File: src/rtl/demux1x4_16_buf.sv
// demux1x4_16_buf: steers each 16-bit input word to one of four independent
// 2-deep FIFOs chosen by s. Each FIFO drains through its own valid/ready port.
// cnt counts accepted words modulo 256.
module demux1x4_16_buf (
   input  logic        clk,
   input  logic        rstn,
   input  logic [15:0] i,
   input  logic [1:0]  s,
   input  logic        iv,
   output logic        ir,
   output logic [15:0] o0,
   output logic [15:0] o1,
   output logic [15:0] o2,
   output logic [15:0] o3,
   output logic        v0,
   output logic        v1,
   output logic        v2,
   output logic        v3,
   input  logic        r0,
   input  logic        r1,
   input  logic        r2,
   input  logic        r3,
   output logic [7:0]  cnt
);

   // Per-channel occupancy (0..2), head entry and tail entry.
   logic [1:0]  count_q [4];
   logic [1:0]  count_d [4];
   logic [15:0] head_q  [4];
   logic [15:0] head_d  [4];
   logic [15:0] tail_q  [4];
   logic [15:0] tail_d  [4];
   logic [7:0]  cnt_q;
   logic [7:0]  cnt_d;

   logic       accept;
   logic [3:0] push;
   logic [3:0] pop;
   logic [3:0] rdy;

   assign rdy = {r3, r2, r1, r0};

   // Ready depends only on the selected channel's registered occupancy, so a
   // consumer's ready never combinationally reaches the input side.
   assign ir     = (count_q[s] != 2'd2);
   assign accept = iv && ir;
   assign push   = accept ? (4'b0001 << s) : 4'b0000;

   // A pop needs a resident head and the consumer's ready.
   always_comb begin
      for (int k = 0; k < 4; k++) begin
         pop[k] = (count_q[k] != 2'd0) && rdy[k];
      end
   end

   // Next-state for every queue plus the accept counter.
   always_comb begin
      // NOTE: every variable gets a default before any conditional update, so
      // no path leaves a value unassigned and no latch is inferred.
      cnt_d = accept ? cnt_q + 8'd1 : cnt_q;
      for (int k = 0; k < 4; k++) begin
         count_d[k] = count_q[k];
         head_d[k]  = head_q[k];
         tail_d[k]  = tail_q[k];
         case (count_q[k])
            2'd0: begin
               if (push[k]) begin
                  head_d[k]  = i;
                  count_d[k] = 2'd1;
               end
            end
            2'd1: begin
               if (push[k] && pop[k]) begin
                  // Old head leaves, new word takes its place.
                  head_d[k] = i;
               end else if (push[k]) begin
                  tail_d[k]  = i;
                  count_d[k] = 2'd2;
               end else if (pop[k]) begin
                  count_d[k] = 2'd0;
               end
            end
            default: begin
               // Full: no push can reach this queue, only a pop.
               if (pop[k]) begin
                  head_d[k]  = tail_d[k];
                  count_d[k] = 2'd1;
               end
            end
         endcase
      end
   end

   // State register with synchronous active-low reset.
   always_ff @(posedge clk) begin
      if (!rstn) begin
         cnt_q <= 8'd0;
         // NOTE: the data registers are cleared too, because the heads are
         // directly visible on o0..o3 and must read zero after reset.
         for (int k = 0; k < 4; k++) begin
            count_q[k] <= 2'd0;
            head_q[k]  <= 16'h0000;
            tail_q[k]  <= 16'h0000;
         end
      end else begin
         // NOTE: non-blocking assignments so every register samples the
         // pre-edge values regardless of statement order.
         cnt_q <= cnt_d;
         for (int k = 0; k < 4; k++) begin
            count_q[k] <= count_d[k];
            head_q[k]  <= head_d[k];
            tail_q[k]  <= tail_d[k];
         end
      end
   end

   assign o0  = head_q[0];
   assign o1  = head_q[1];
   assign o2  = head_q[2];
   assign o3  = head_q[3];
   assign v0  = (count_q[0] != 2'd0);
   assign v1  = (count_q[1] != 2'd0);
   assign v2  = (count_q[2] != 2'd0);
   assign v3  = (count_q[3] != 2'd0);
   assign cnt = cnt_q;

endmodule

File: config.mk
export PLATFORM = sky130hd
export DESIGN_NAME = demux1x4_16_buf
export DESIGN_NICKNAME = d
export VERILOG_FILES = /design/src/rtl/demux1x4_16_buf.sv
export SDC_FILE = /design/constraint.sdc
export NUM_CORES = 1
export LEC_CHECK = 0
export CELL_PAD_IN_SITES_DETAIL_PLACEMENT = 1
export CELL_PAD_IN_SITES_GLOBAL_PLACEMENT = 1
export CORE_UTILIZATION = 30
export DETAILED_ROUTE_END_ITERATION = 12
export DONT_BUFFER_PORTS = 1
export MAX_ROUTING_LAYER = met4
export PLACE_DENSITY_LB_ADDON = 0.1
export SYNTH_ARGS = -nofsm -noshare
export SYNTH_HDL_FRONTEND = slang
export SYNTH_SLANG_ARGS = --single-unit
File: constraint.sdc
create_clock -name clk -period 5.7 [get_ports clk]
set_clock_uncertainty 0.05 [all_clocks]
set_input_delay 1.14 -clock clk [delete_from_list [all_inputs] [get_ports clk]]
set_output_delay 1.14 -clock clk [all_outputs]
set_load 0.05 [all_outputs]
==> Yosys cells after proc, flatten, opt, wreduce, memory -nomap -nowiden <==
Memories as Yosys holds them, arrays and structs flattened.
Cells that the tools add are included.
{ "word_totals": {"out_inout_bits": 77, "wordCells": 107, "ram_bits": 136, "reg_bits": 8, "latch_bits": 0, "input_bits": 25, "mem_count": 3, "mem_bits_ro": 0} }
{ "memory_table": {"columns": ["memory", "depth", "word_bits", "rd", "rd_clocked_by_memory_dff", "wr", "line_no", "source"], "rows": [
  ["head_q", 4, 16, 4, 0, 4, "29", "logic [15:0] head_q [4];"],
  ["tail_q", 4, 16, 4, 0, 4, "31", "logic [15:0] tail_q [4];"],
  ["count_q", 4, 2, 5, 0, 4, "27", "logic [1:0] count_q [4];"]
]} }
{ "classes": {"n_addsub": 1, "muxes": 67, "div_mod_pow": 0, "n_reduce_logical": 17, "n_shift": 1, "n_bitwise": 12, "eq_ne": 5, "n_mul": 0, "n_lt_le_gt_ge": 0} }
{ "op_table": {"columns": ["cell", "n"], "rows": [
  ["$mux 16", 32],
  ["$pmux 16 s2", 4],
  ["$mux 2", 24],
  ["$pmux 2 s2", 4],
  ["$or 1x1->1", 12],
  ["$logic_and 1x1->1", 9],
  ["$add 8x1->8 const B", 1],
  ["$eq 2x1->1 const B", 4],
  ["$logic_not 2->1", 4],
  ["$reduce_bool 2->1", 4],
  ["$mux 4", 1],
  ["$shl 1x2->4 const A", 1],
  ["$mux 1", 2],
  ["$ne 2x2->1 const B", 1]
]} }

==> Longest topological paths before layout <==
An unclocked memory read counts as a cell.
{ "logic_depth": {"ltp_word": 8, "depth_mapped": 8, "ltp_nobuf": 5} }

==> Worst setup path after synthesis <==
No wires, ideal clock.
{ "synth_path": {"kind": "input port to output port", "start": "in s[0]", "end": "out ir", "slack_ns": 1.909, "t_required_ns": 4.510, "path_stages": 6, "arrival_time_ns": 2.601, "path_buffers": 3, "cell_sequence": "buf_2 > and4b_1 > or4_1 > clkbuf_1 > clkbuf_1 > inv_1"} }
{ "synth_between": {"elab_chain_len": 2} }
{ "synth_lines": {"columns": ["element", "line_no", "source"], "rows": [
  ["from (decl)", "8", "input logic [1:0] s,"],
  ["$mem_v2 4x2", null, null],
  ["$ne 2x2->1", "45", "assign ir = (count_q[s] != 2'd2);"],
  ["to (decl)", "10", "output logic ir,"]
]} }
Every way passes these cells.

==> Final worst setup path <==
{ "layout_path": {"start": "in s[1]", "end": "out ir"} }
Same word-level chain as after synthesis.

==> summary.md <==
| Metric | Value |
|---|---|
| CP arrival | `2.92 ns` |
| Syn avg cell area | `9.42 sq um` |
| H-tree depth | `4` |
| Primary FF master, synth | `dfxtp_1` |
| Worst Tran Pin Value | `1.31 ns` |
| Via/cell ratio | `5.17` |
| Finish-stage setup viols | `0` |
| Die X | `145 microns` |
| Crit path launch type | `primary input` |
| Max_cap viols | `0` |
| Synthesized instance count | `648` |
| Die ar. | `0.0209 sq mm` |
| Vias after detailed routing | `4548` |
| Drt first pass iters | `4` |
| DRT Wirelength | `17700 microns` |
| Largest net degree at the start of global routing | `109` |
| Avg WL per Cell | `20.1 microns` |
| Post-route setup TNS | `0 ns` |
| Commonest non-fill, non-tap cells in the layout | `dfxtp_1, mux2i_1, nor2_1` |
| Hold buffer count at CTS | `0` |
| Vias in the first global route | `4474` |
| Syn Std Cell Area | `0.00610 sq mm` |
| Power per Cell Area | `368 mW/mm^2` |
| I/O pins | `102` |
| Most common cell after layout, fill and taps aside | `dfxtp_1` |
| GRT Total Usage | `0.182` |
| FF-to-FF setup slack | `2.85 ns` |
| Critical Path Sink Type | `output port` |
| Area contributors post-synth | `dfxtp_1, mux2i_1, nor2_1` |
| Area leader, netlist | `dfxtp_1` |
| CTS root buffer | `clkbuf_16` |
| RSZ-0062 raised after global routing | `false` |
| DRC viols | `0` |
| Count of cell types in the netlist | `41` |
| Critical Path Fanout Max | `32` |
| Post-DRT Antenna Nets | `0` |
| Post-CTS setup buffer count | `0` |
| Starting Density | `0.310` |
| Residual overflow from global routing | `0` |
| Core footprint | `0.0197 sq mm` |
| Layout Nets | `627` |
| RePlAce Congestion | `0.765` |
| Row count | `51` |
| 1st-iter DRT viols | `197` |
| Worst EP required | `4.51 ns` |
| VDD IR max | `0.202 mV` |
| Final Max Tran Viols | `0` |
| Status | `completed` |
| Leakage power | `2.62 nW` |
| Minimum clock period after layout | `4.11 ns` |
| Cts bufs inserted | `17` |
| Clk sinks | `144` |
| Post-synth top area share | `0.472` |
| Initial antenna violation count | `0` |
| Syn nets | `674` |
| Final hold vios | `0` |
| Worst-Skew Late Latency | `0.43 ns` |
| Type of the worst min-delay path | `flip-flop to flip-flop` |
| Post-DP HPWL | `11300 microns` |
| First-pass GRT wire length | `26600 microns` |
| Register area share after synthesis | `0.472` |
| Critical path class | `primary input to output port` |
| Clock transition at path regs | `0.06 ns` |
| Post-CTS sizing | `0` |
| Relative slew slack | `0.124` |
| Synth warn | `0` |
| Inserted Diodes | `0` |
| Port Buffers | `0` |
| Post-synth EDFFs | `0` |
| Layout cells sized above 1 | `0.0765` |
| Asr flop ratio synth | `0` |
| Clock tree from TritonCTS | `done` |
| Worst-case clock buffer depth | `2` |
| Area growth, synth to finish | `12.9%` |
| Die H | `145 microns` |
| Period utilization | `0.721` |
| Synth Register Bits | `144` |
| Highest clock rate | `243 MHz` |
| Fin util | `0.350` |
-- kinds of logic (layout without fill, tap and decap cells) --
family                     after synthesis  count (layout)  share of synthesized area
and+or+nand+nor                        193             193                      0.147
DFF                                    144             144                      0.472
muxes                                  119             119                      0.196
AOI/OAI and AO/OA                      112             112                      0.131
buffers and inverters                   79              45                     0.0513
adders and majority gates                1               1                    0.00205
-- power by group --
part           total (W)  leakage [nW]  switching (W)  internal, W
clock network    0.00131         0.330       0.000442     0.000866
registers        0.00113          1.17      0.0000992      0.00103
logic          0.0000947          1.12      0.0000589    0.0000358
total            0.00253          2.62       0.000600      0.00193
-- cells in the mapped netlist, types with 4 or more instances --
| cell | instances |
|---|---|
| nor3_1 | 4 |
| a221o_1 | 15 |
| a211oi_1 | 48 |
| nor2_1 | 104 |
| a21oi_1 | 12 |
| inv_1 | 7 |
| dfxtp_1 | 144 |
| nand3_1 | 20 |
| clkbuf_1 | 52 |
| nand2_1 | 20 |
| buf_1 | 12 |
| o21ai_0 | 23 |
| buf_2 | 7 |
| nor4_1 | 16 |
| mux2i_1 | 113 |
| or3_1 | 7 |
| mux2_2 | 6 |
-- path summary, 6_finish.rpt --
check             depth (start not counted)       endpoint           from
setup / recovery                          3             ir           s[1]
hold / removal                            2  tail_q[2][14]  tail_q[2][14]
setup reg to reg                          6         cnt[1]  count_q[1][1]
hold reg to reg                           2  tail_q[2][14]  tail_q[2][14]
-- worst max-delay path, stage by stage --
cell and delay, ns:
and4b_1 0.18, or4_1 1.01, inv_1 0.57
-- final cells by class --
cell class	count	area, sq um
Inverter	7	27.5
Clock inverter	14	262
Clock buffer	18	429
Fill cell	2195	12800
Multi-Input combinational cell	425	2910
Sequential cell	144	2880
Tap cell	265	332
Timing Repair Buffer	6	45.0
-- flip-flops by register name (all words and copies together) (netlist names) --
register and count:
cnt 8, count_q 8, head_q 64, tail_q 64
-- through the flow --
| step | setup slack (ns) | hold WS [ns] | cell area [sq um] | power, W | instances |
|---|---|---|---|---|---|
| after global routing | 1.44 | 0.455 | 6890 | 0.00263 | 879 |
| after detailed placement | 1.58 | 0.431 | 6200 | 0.00125 | 847 |
| final | 1.59 | 0.438 | 6890 | 0.00253 | 879 |
| after global placement | 1.61 | 0.414 | 6200 | 0.00125 | 847 |
| after floorplan | 1.91 | 0.399 | 6100 | 0.00124 | 648 |
| after CTS | 1.57 | 0.441 | 6890 | 0.00257 | 879 |
-- layer usage --
metal	wire length, microns	track usage
met5	0	-
met4	272	0.0648
met3	1160	0.0619
met2	8190	0.281
met1	8040	0.219
Power figures use the tool's default switching activity.
